`src/rtl/param_stack_pkg.sv`:
```
// Shared types and constants for the parametrised LIFO stack.
package param_stack_pkg;

    typedef logic [1:0] err_code_t;

    localparam err_code_t ERR_NONE = 2'd0;
    localparam err_code_t ERR_OVF  = 2'd1;
    localparam err_code_t ERR_UNF  = 2'd2;

endpackage

```
`src/rtl/param_stack_if.sv`:
```
// Control/status bundle for param_stack.
// The high_water signal exists only when PARAM_STACK_HIGH_WATER_EN is defined.
interface param_stack_if #(
    parameter int unsigned DATA_WIDTH = 8,
    parameter int unsigned DEPTH      = 16
);
    import param_stack_pkg::*;

    localparam int unsigned CNT_WIDTH = $clog2(DEPTH + 1);

    logic                  push;
    logic                  pop;
    logic [DATA_WIDTH-1:0] data_in;
    logic                  clear_err;
    logic [DATA_WIDTH-1:0] data_out;
    logic [CNT_WIDTH-1:0]  count;
    logic                  empty;
    logic                  full;
    logic                  error;
    err_code_t             err_code;
`ifdef PARAM_STACK_HIGH_WATER_EN
    logic [CNT_WIDTH-1:0]  high_water;

    modport master (
        output push, pop, data_in, clear_err,
        input  data_out, count, empty, full, error, err_code, high_water
    );
    modport slave (
        input  push, pop, data_in, clear_err,
        output data_out, count, empty, full, error, err_code, high_water
    );
`else
    modport master (
        output push, pop, data_in, clear_err,
        input  data_out, count, empty, full, error, err_code
    );
    modport slave (
        input  push, pop, data_in, clear_err,
        output data_out, count, empty, full, error, err_code
    );
`endif

endinterface

```
`src/rtl/param_stack_mem.sv`:
```
// DEPTH x DATA_WIDTH storage: synchronous write, combinational read, no reset.
module param_stack_mem #(
    parameter int unsigned DATA_WIDTH = 8,
    parameter int unsigned DEPTH      = 16,
    parameter int unsigned ADDR_WIDTH = $clog2(DEPTH)
) (
    input  logic                  clk,
    input  logic                  we,
    input  logic [ADDR_WIDTH-1:0] waddr,
    input  logic [DATA_WIDTH-1:0] wdata,
    input  logic [ADDR_WIDTH-1:0] raddr,
    output logic [DATA_WIDTH-1:0] rdata
);

    logic [DATA_WIDTH-1:0] mem [DEPTH];

    // Write port.
    always_ff @(posedge clk) begin
        if (we) begin
            mem[waddr] <= wdata;
        end
    end

    // Read port is asynchronous so the next top is available in the pop cycle.
    always_comb begin
        rdata = mem[raddr];
    end

endmodule

```
`src/rtl/param_stack.sv`:
```
// Parametrised LIFO stack with count, flags, replace-top and a sticky typed error.
// Optional PARAM_STACK_HIGH_WATER_EN adds a high_water occupancy tracker.
module param_stack
    import param_stack_pkg::*;
#(
    parameter int unsigned DATA_WIDTH = 8,
    parameter int unsigned DEPTH      = 16
) (
    input  logic          clk,
    input  logic          reset_n,
    param_stack_if.slave  bus
);

    localparam int unsigned CNT_WIDTH  = $clog2(DEPTH + 1);
    localparam int unsigned ADDR_WIDTH = $clog2(DEPTH);
    localparam logic [CNT_WIDTH-1:0] CNT_ONE  = CNT_WIDTH'(1);
    localparam logic [CNT_WIDTH-1:0] CNT_TWO  = CNT_WIDTH'(2);
    localparam logic [CNT_WIDTH-1:0] CNT_FULL = CNT_WIDTH'(DEPTH);

    logic [CNT_WIDTH-1:0]  count_q, count_d;
    logic [DATA_WIDTH-1:0] top_q, top_d;
    logic                  error_q, error_d;
    err_code_t             code_q, code_d;
    err_code_t             event_code;
    logic                  is_empty, is_full;
    logic                  we;
    logic [ADDR_WIDTH-1:0] waddr, raddr;
    logic [DATA_WIDTH-1:0] rdata;
`ifdef PARAM_STACK_HIGH_WATER_EN
    logic [CNT_WIDTH-1:0]  hw_q, hw_d;
`endif

    param_stack_mem #(
        .DATA_WIDTH (DATA_WIDTH),
        .DEPTH      (DEPTH),
        .ADDR_WIDTH (ADDR_WIDTH)
    ) u_mem (
        .clk   (clk),
        .we    (we),
        .waddr (waddr),
        .wdata (bus.data_in),
        .raddr (raddr),
        .rdata (rdata)
    );

    // Decode the operation from pre-edge state and compute next state.
    always_comb begin
        is_empty   = (count_q == '0);
        is_full    = (count_q == CNT_FULL);
        count_d    = count_q;
        top_d      = top_q;
        we         = 1'b0;
        waddr      = ADDR_WIDTH'(count_q);
        // Entry that becomes top after a pop; only used when count_q >= 2.
        raddr      = ADDR_WIDTH'(count_q - CNT_TWO);
        event_code = ERR_NONE;

        if (bus.push && bus.pop && !is_empty) begin
            // Replace top in place; legal even when full.
            we    = 1'b1;
            waddr = ADDR_WIDTH'(count_q - CNT_ONE);
            top_d = bus.data_in;
        end else if (bus.push) begin
            // Push+pop on an empty stack falls through here as a plain push.
            if (is_full) begin
                event_code = ERR_OVF;
            end else begin
                we      = 1'b1;
                count_d = count_q + CNT_ONE;
                top_d   = bus.data_in;
            end
        end else if (bus.pop) begin
            if (is_empty) begin
                event_code = ERR_UNF;
            end else begin
                count_d = count_q - CNT_ONE;
                top_d   = (count_q == CNT_ONE) ? '0 : rdata;
            end
        end

        error_d = error_q;
        code_d  = code_q;
        if (bus.clear_err) begin
            error_d = 1'b0;
            code_d  = ERR_NONE;
        end else if (!error_q && (event_code != ERR_NONE)) begin
            error_d = 1'b1;
            code_d  = event_code;
        end

`ifdef PARAM_STACK_HIGH_WATER_EN
        if (bus.clear_err) begin
            hw_d = count_d;
        end else begin
            hw_d = (count_d > hw_q) ? count_d : hw_q;
        end
`endif
    end

    // State registers with asynchronous reset.
    always_ff @(posedge clk or negedge reset_n) begin
        if (!reset_n) begin
            count_q <= '0;
            top_q   <= '0;
            error_q <= 1'b0;
            code_q  <= ERR_NONE;
`ifdef PARAM_STACK_HIGH_WATER_EN
            hw_q    <= '0;
`endif
        end else begin
            count_q <= count_d;
            top_q   <= top_d;
            error_q <= error_d;
            code_q  <= code_d;
`ifdef PARAM_STACK_HIGH_WATER_EN
            hw_q    <= hw_d;
`endif
        end
    end

    // Drive registered status onto the bus.
    always_comb begin
        bus.data_out   = top_q;
        bus.count      = count_q;
        bus.empty      = (count_q == '0);
        bus.full       = (count_q == CNT_FULL);
        bus.error      = error_q;
        bus.err_code   = code_q;
`ifdef PARAM_STACK_HIGH_WATER_EN
        bus.high_water = hw_q;
`endif
    end

endmodule

```
`src/flat_wrapper.sv`:
```
// flat-port wrapper written by rule: the top's interface ports become plain ports
module param_stack_flat import param_stack_pkg::*;
#(
    parameter int unsigned DATA_WIDTH = 8,
    parameter int unsigned DEPTH      = 16
)
  (clk, reset_n, bus_push, bus_pop, bus_data_in, bus_clear_err, bus_data_out, bus_count, bus_empty, bus_full, bus_error, bus_err_code);
  param_stack_if #(.DATA_WIDTH(DATA_WIDTH), .DEPTH(DEPTH)) bus_i ();
  input  logic clk;
  input  logic reset_n;
  input wire logic [$bits(bus_i.push)-1:0] bus_push;
  input wire logic [$bits(bus_i.pop)-1:0] bus_pop;
  input wire logic [$bits(bus_i.data_in)-1:0] bus_data_in;
  input wire logic [$bits(bus_i.clear_err)-1:0] bus_clear_err;
  output wire logic [$bits(bus_i.data_out)-1:0] bus_data_out;
  output wire logic [$bits(bus_i.count)-1:0] bus_count;
  output wire logic [$bits(bus_i.empty)-1:0] bus_empty;
  output wire logic [$bits(bus_i.full)-1:0] bus_full;
  output wire logic [$bits(bus_i.error)-1:0] bus_error;
  output wire logic [$bits(bus_i.err_code)-1:0] bus_err_code;
  assign bus_i.push = bus_push;
  assign bus_i.pop = bus_pop;
  assign bus_i.data_in = bus_data_in;
  assign bus_i.clear_err = bus_clear_err;
  assign bus_data_out = bus_i.data_out;
  assign bus_count = bus_i.count;
  assign bus_empty = bus_i.empty;
  assign bus_full = bus_i.full;
  assign bus_error = bus_i.error;
  assign bus_err_code = bus_i.err_code;
  param_stack #(.DATA_WIDTH(DATA_WIDTH), .DEPTH(DEPTH)) u_core (.clk(clk), .reset_n(reset_n), .bus(bus_i));
endmodule
```
`config.mk`:
```
export PLATFORM = sky130hd
export DESIGN_NAME = param_stack_flat
export DESIGN_NICKNAME = d
export VERILOG_FILES = /design/src/rtl/param_stack_pkg.sv /design/src/rtl/param_stack_if.sv /design/src/rtl/param_stack_mem.sv /design/src/rtl/param_stack.sv /design/src/flat_wrapper.sv
export SDC_FILE = /design/constraint.sdc
export NUM_CORES = 1
export LEC_CHECK = 0
export CAP_MARGIN = 20
export CORE_ASPECT_RATIO = 0.5
export CORE_MARGIN = 2
export CORE_UTILIZATION = 40
export DETAILED_ROUTE_END_ITERATION = 10
export GPL_TIMING_DRIVEN = 0
export PLACE_DENSITY = 0.65
export SLEW_MARGIN = 15
export SYNTH_ARGS = -nofsm -noshare
export SYNTH_HDL_FRONTEND = slang
export SYNTH_SLANG_ARGS = --single-unit
```
`constraint.sdc`:
```
create_clock -name clk -period 2.85 [get_ports clk]
set_input_delay 0.57 -clock clk [delete_from_list [all_inputs] [get_ports clk]]
set_output_delay 0.57 -clock clk [all_outputs]
set_load 0.05 [all_outputs]
```
== After elaboration in Yosys (flattened, before gate mapping) ==
Memory sizes are Yosys's and may differ from the RTL's.
Index checks and enable logic that the tools add are counted.

* RAM bits: 128
* Logic and storage cells: 52
* Memories kept: 1
* Flip-flop bits (word level): 16

* Bitwise gates (word level): 1
* Eq/ne operators: 6
* Multiplexer cells: 25
* Reductions and logical operators: 12
* $add $sub $neg: 3

{| class="wikitable"
|+ Memory list
! memory !! depth !! bits a word !! read ports !! clocked after memory_dff !! wr ports !! line !! RTL
|-
| u_core.u_mem.mem || 16 || 8 || 1 || 0 || 1 || param_stack_mem.sv:15 || <nowiki>logic [DATA_WIDTH-1:0] mem [DEPTH];</nowiki>
|}

{| class="wikitable"
|+ Operator list
! cell !! number
|-
| 8-bit two-way mux || 6
|-
| 5-bit two-way mux || 4
|-
| 2-bit two-way mux || 6
|-
| 1-bit two-way mux || 8
|-
| 3-bit by 2-bit inequality test with 1-bit output (second input constant) || 2
|-
| 2-bit nonzero test || 3
|-
| 5-bit by 1-bit adder with 5-bit output (second input constant) || 1
|-
| 5-bit by 1-bit equality test with 1-bit output (second input constant) || 1
|-
| 5-bit equality test (second input constant) || 1
|-
| 5-bit logical NOT || 1
|-
| 5-bit by 1-bit subtractor with 5-bit output (second input constant) || 1
|-
| 4-bit two-way mux || 1
|-
| 2-bit inequality test (second input constant) || 2
|-
| 4-bit AND reduction || 1
|-
| 4-bit by 2-bit subtractor with 4-bit output (second input constant) || 1
|-
| 1-bit logical AND || 3
|-
| 3-bit AND reduction || 1
|-
| 3-bit nonzero test || 1
|-
| 1-bit logical NOT || 2
|-
| 1-bit inverter || 1
|}

== Depth between registers and ports, before layout ==
* Depth in word-level cells: 9
* Depth in mapped cells: 11
* Depth with buffers taken out: 7

== By module ==
A second synthesis with hierarchy kept.

* Cell total of the unflattened synthesis: 347
* Area total of the unflattened synthesis: 6283.5 µm²

{| class="wikitable"
|+ By module, submodules not included
! module !! times used !! cells an instance !! area an instance (µm²)
|-
| param_stack_mem || 1 || 221 || 4987.3
|-
| param_stack || 1 || 126 || 1296.2
|}

== Least setup slack after synthesis ==
No wires, ideal clock.

* Path type: register to register
* Start point: register u_core.count_q[0] (netlist: u_core.bus.count[0])
* End point: memory u_core.u_mem.mem[12][0] (enable)
* Arrival: 2855 ps
* Required time: 2475 ps
* Cell stages (with the launch flop): 11
* Period minus slack after synthesis: 3230 ps
* Path buffers: 3
* Library setup time: 375 ps
* Setup slack: -380 ps
* Path through: dfrtp_1 clkbuf_1 clkinv_1 clkbuf_1 ha_1 or4b_1 buf_6 clkinv_8 nor2_4 o211ai_1 a21oi_1

* Longest elaborated chain between the ends: 6

{| class="wikitable"
|+ Ends and longest elaborated chain
! item !! line !! RTL
|-
| from (decl) || param_stack.sv:20 || <nowiki>logic [CNT_WIDTH-1:0] count_q, count_d;</nowiki>
|-
| from (signal assigned) || param_stack.sv:111 || <nowiki>count_q <= count_d;</nowiki>
|-
| 5-bit logical NOT (*) || -- ||
|-
| net bus_empty || flat_wrapper.sv:17 || <nowiki>output wire logic [$bits(bus_i.empty)-1:0] bus_empty;</nowiki>
|-
| 1-bit logical NOT (*) || param_stack.sv:58 || <nowiki>if (bus.push && bus.pop && !is_empty) begin</nowiki>
|-
| 1-bit logical AND (*) || param_stack.sv:58 ||
|-
| 1-bit two-way mux || param_stack.sv:58 ||
|-
| 1-bit two-way mux || param_stack_mem.sv:19 || <nowiki>if (we) begin</nowiki>
|-
| 1-bit two-way mux (implied by the code) || param_stack_mem.sv:20 || <nowiki>mem[waddr] <= wdata;</nowiki>
|-
| to (decl) || param_stack_mem.sv:15 ||
|}

The timed path passes the listed nets; every way through them passes the cells marked *.

== Worst setup path after layout ==
* Start point: register u_core.count_q[1] (netlist: u_core.bus.count[1])
* End point: output port bus_empty

* Longest elaborated chain between the ends: 1

{| class="wikitable"
|+ Ends and longest elaborated chain
! item !! line !! RTL
|-
| 5-bit logical NOT || param_stack.sv:125 || <nowiki>bus.empty = (count_q == '0);</nowiki>
|-
| to (decl) || flat_wrapper.sv:17 ||
|}

No other way between the ends.

==> results.py <==
metrics = {
    "status": {
        "status": "completed",
    },
    "final_layout": {
        "final_util": 0.5293,
        "antenna_cells": 0,
        "drive_gt1_frac": 0.3163,
        "syn_to_final_growth_pct": 28.98,
        "n_fill_cell": 1197,
        "mostFrequentLayoutCells": "edfxtp_1, clkdlybuf4s50_1, mux2i_1",
        "final_common_cell": "edfxtp_1",
        "nets": 478,
    },
    "cts": {
        "cts.htree.levels": 4,
        "clock_latency_ns": 0.42,
        "cts_tree": "built",
        "clock-sinks": 144,
        "max-clock-path-buffers": 2,
        "path_clk_slew_ns": 0.06,
        "numCtsBuffers": 17,
        "clockRootBuffer": "clkbuf_16",
    },
    "route": {
        "wl_um": 15680,
        "drtIter0Drc": 496,
        "route.detailed.drc": 0,
        "wl_met3_um": 1167,
        "ant_nets": 0,
        "highest_layer": "met4",
        "dr.pass1.iters": 5,
        "vias": 3939,
        "met1_length_um": 6527,
        "wl_met2_um": 7614,
        "viasPerCell": 5.836,
        "wl_per_cell_um": 23.24,
    },
    "critical_path": {
        "critPathRequiredTime_ns": 2.28,
        "endpoint_kind": "output port",
        "r2r_slack_ns": 0.08,
        "worst_setup_path_start_kind": "flip-flop",
        "worstSetupPathType": "reg2out",
        "slowest_delay_ns": 0.45,
        "worst-path-max-fanout": 10,
        "reg2reg_to": "u_core.u_mem.mem[2][7]$_DFFE_PP_",
        "crit_family": "buffers and inverters",
        "startpoint": "u_core.bus.count[1]$_DFFE_PN0P_",
        "critPathArrivalTime_ns": 2.25,
        "worstReg2RegStart": "u_core.bus.count[1]$_DFFE_PN0P_",
        "reg2regPathDepth": 11,
        "critical_path_depth": 8,
        "endpoint": "bus_empty",
        "critPathBufInv": 6,
        "slowest_stage": "or4b_1",
        "cp_cell_sequence": "buf_6, buf_8, inv_8, ha_4, or4b_1, buf_6, clkinv_8, buf_8",
    },
    "synthesis": {
        "synth_seq_cells": 144,
        "netlist_area_sq_mm": 0.006326,
        "ys.flop_type": "edfxtp_1",
        "yosysTopAreaCell": "edfxtp_1",
        "synth_async_sr_flop_share": 0.1111,
        "ys_seq_area_frac": 0.6709,
        "syn-num-nets": 404,
        "ys.warnings.count": 0,
        "synth.avg_cell_area_sq_um": 16.47,
        "synth_cell_types": 53,
        "netlist_top_cells_area": "edfxtp_1, dfrtp_1, mux4_2",
        "postSynthCellCount": 384,
        "synth_top_cell_area_share": 0.6076,
        "synth_edf_count": 128,
    },
    "run": {
        "drv_cap": 0,
    },
    "placed_design": {
        "routabilityCongestion": 0.8020,
        "io_buffer_count": 29,
        "dp_hpwl_um": 9477,
    },
    "global_route": {
        "antenna_found_initial": 0,
        "grt_pass1_wl_um": 23850,
        "grtUsageTotal": 0.1942,
        "first_global_vias": 4026,
        "grt_max_degree": 20,
        "grt_overflow": 0,
    },
    "floorplanning": {
        "die_h_um": 92.93,
        "io_pins": 31,
        "coreArea_sq_mm": 0.01541,
        "die_area_sq_mm": 0.01690,
        "initial_utilization": 0.4104,
        "core.rowCount": 32,
        "die_x_um": 181.9,
    },
    "sta": {
        "rsz0062_at_grt": "true",
        "slew_headroom": 0.3941,
        "hold_ws_ns": 0.5287,
        "skew_ns": 0.007703,
        "period_minus_slack_ns": 2.818,
        "slew_viol_final": 0,
        "worst_pin_slew_ns": 0.9028,
        "hold_viol": 0,
        "timing.final.crit_share": 0.9886,
        "clock.fmax_ghz": 0.3549,
        "setup_viol": 0,
    },
    "pwr": {
        "ir_drop_mv": 0.4718,
        "cellPowerDensity_mw_per_mm2": 1084,
        "leakagePower_nw": 2.682,
    },
    "worst_hold_path": {
        "hold_depth": 3,
        "hold_class": "in2reg",
        "hold_path_startpoint": "bus_pop",
    },
}
[layer usage]
layer	GRT usage	vias up
li1	-	1705
met1	0.2491	2010
met2	0.3218	191
met3	0.03657	33
met4	0.09543	0
met5	0	-
[metrics by stage]
step	power [mW]	worst slack (ns)	instance area, sq um	TNS (ns)	std cells
2_1_floorplan	5.097	0.005114	6407	0	384
4_1_cts	8.725	0.01436	8107	0	671
5_1_grt	9.182	-0.02593	8159	-0.02771	675
6_report	8.847	0.03247	8159	0	675
3_3_place_gp	6.061	-0.4996	6953	-45.96	617
3_5_place_dp	6.076	-0.4988	6953	-48.73	617
[timing repair]
item,CTS,global route
hold buffers,0,0
resized for setup,42,5
buffers inserted,23,4
endpoints found under the hold margin,0,0
setup endpoints to repair,138,65
pin swaps,20,0
[state kept, by name, indices dropped and copies added (netlist names)]
| signal | count |
|---|---|
| u_core.bus.count | 5 |
| u_core.u_mem.mem | 128 |
| u_core.bus.data_out | 8 |
| u_core.bus.err_code | 2 |
| u_core.bus.error | 1 |
[cells by family (layout without fill, tap and decap cells)]
| family | Yosys count | after routing | share of synthesized area |
|---|---|---|---|
| DFF | 144 | 144 | 0.6709 |
| AOI/OAI and AO/OA | 95 | 95 | 0.1208 |
| and+or+nand+nor | 54 | 54 | 0.05202 |
| muxes | 43 | 43 | 0.1011 |
| buffers and inverters | 34 | 121 | 0.03164 |
| adders and majority gates | 7 | 7 | 0.01384 |
| xor gates and xnor gates | 7 | 7 | 0.009692 |
[how the worst min path moves through the flow]
stage | to | slack (ns)
2_1_floorplan | u_core.bus.count[0]$_DFFE_PN0P_ | 0.27
6_report | u_core.bus.err_code[1]$_DFFE_PN0P_ | 0.53
3_5_place_dp | u_core.bus.error$_DFFE_PN0P_ | 0.55
3_3_place_gp | u_core.bus.error$_DFFE_PN0P_ | 0.53
4_1_cts | u_core.bus.err_code[1]$_DFFE_PN0P_ | 0.52
5_1_grt | u_core.bus.err_code[1]$_DFFE_PN0P_ | 0.57
[where the power goes]
part	switching (mW)	internal [mW]	total [mW]
clock network	0.924	1.41	2.33
logic	2.25	1.55	3.80
registers	0.132	2.58	2.71
[worst reg2reg max path, stage by stage, from the launching register on]
cell      delay (ns)
dfrtp_2         0.43
buf_6           0.16
buf_8           0.16
inv_8           0.10
ha_4            0.16
or4b_1          0.45
buf_6           0.17
clkinv_8        0.07
nor4_1          0.06
o21ai_2         0.50
a21oi_4         0.09
buf_12          0.19
[Yosys cell counts, types with 2 or more instances]
library cell	n
o21ai_2	4
buf_2	9
o221a_2	6
mux4_2	16
or3b_1	2
a211oi_2	5
edfxtp_1	128
clkinv_1	2
xor2_1	3
clkbuf_1	6
ha_1	7
o221ai_1	15
or3_1	2
o21ai_0	4
and2_1	2
nand3_1	2
nor4_1	2
nand2_1	5
a31oi_1	2
o211ai_1	5
buf_1	3
mux2_2	7
dfrtp_1	16
a211oi_1	9
a21oi_1	26
nor3_2	2
nor2_4	2
nor2_1	13
and4_1	3
inv_1	4
mux2i_1	20
nor3_1	4
o22a_1	8
nand2b_1	4
xnor2_1	4
a2bb2oi_1	2
buf_4	3
buf_6	5
nor3b_1	8
[final cells by class]
type / count / area [sq um] / share of cell area
tap: 204 / 255.2 / 0.03128
inverter: 8 / 51.30 / 0.006287
multi-input combinational: 206 / 2092 / 0.2564
clock inverter: 15 / 196.4 / 0.02408
clock buffer: 17 / 425.4 / 0.05214
timing repair buffer: 56 / 683.2 / 0.08373
sequential: 144 / 4247 / 0.5205
buffer: 25 / 209.0 / 0.02561
Note: power is estimated with default switching activity, not from simulation.
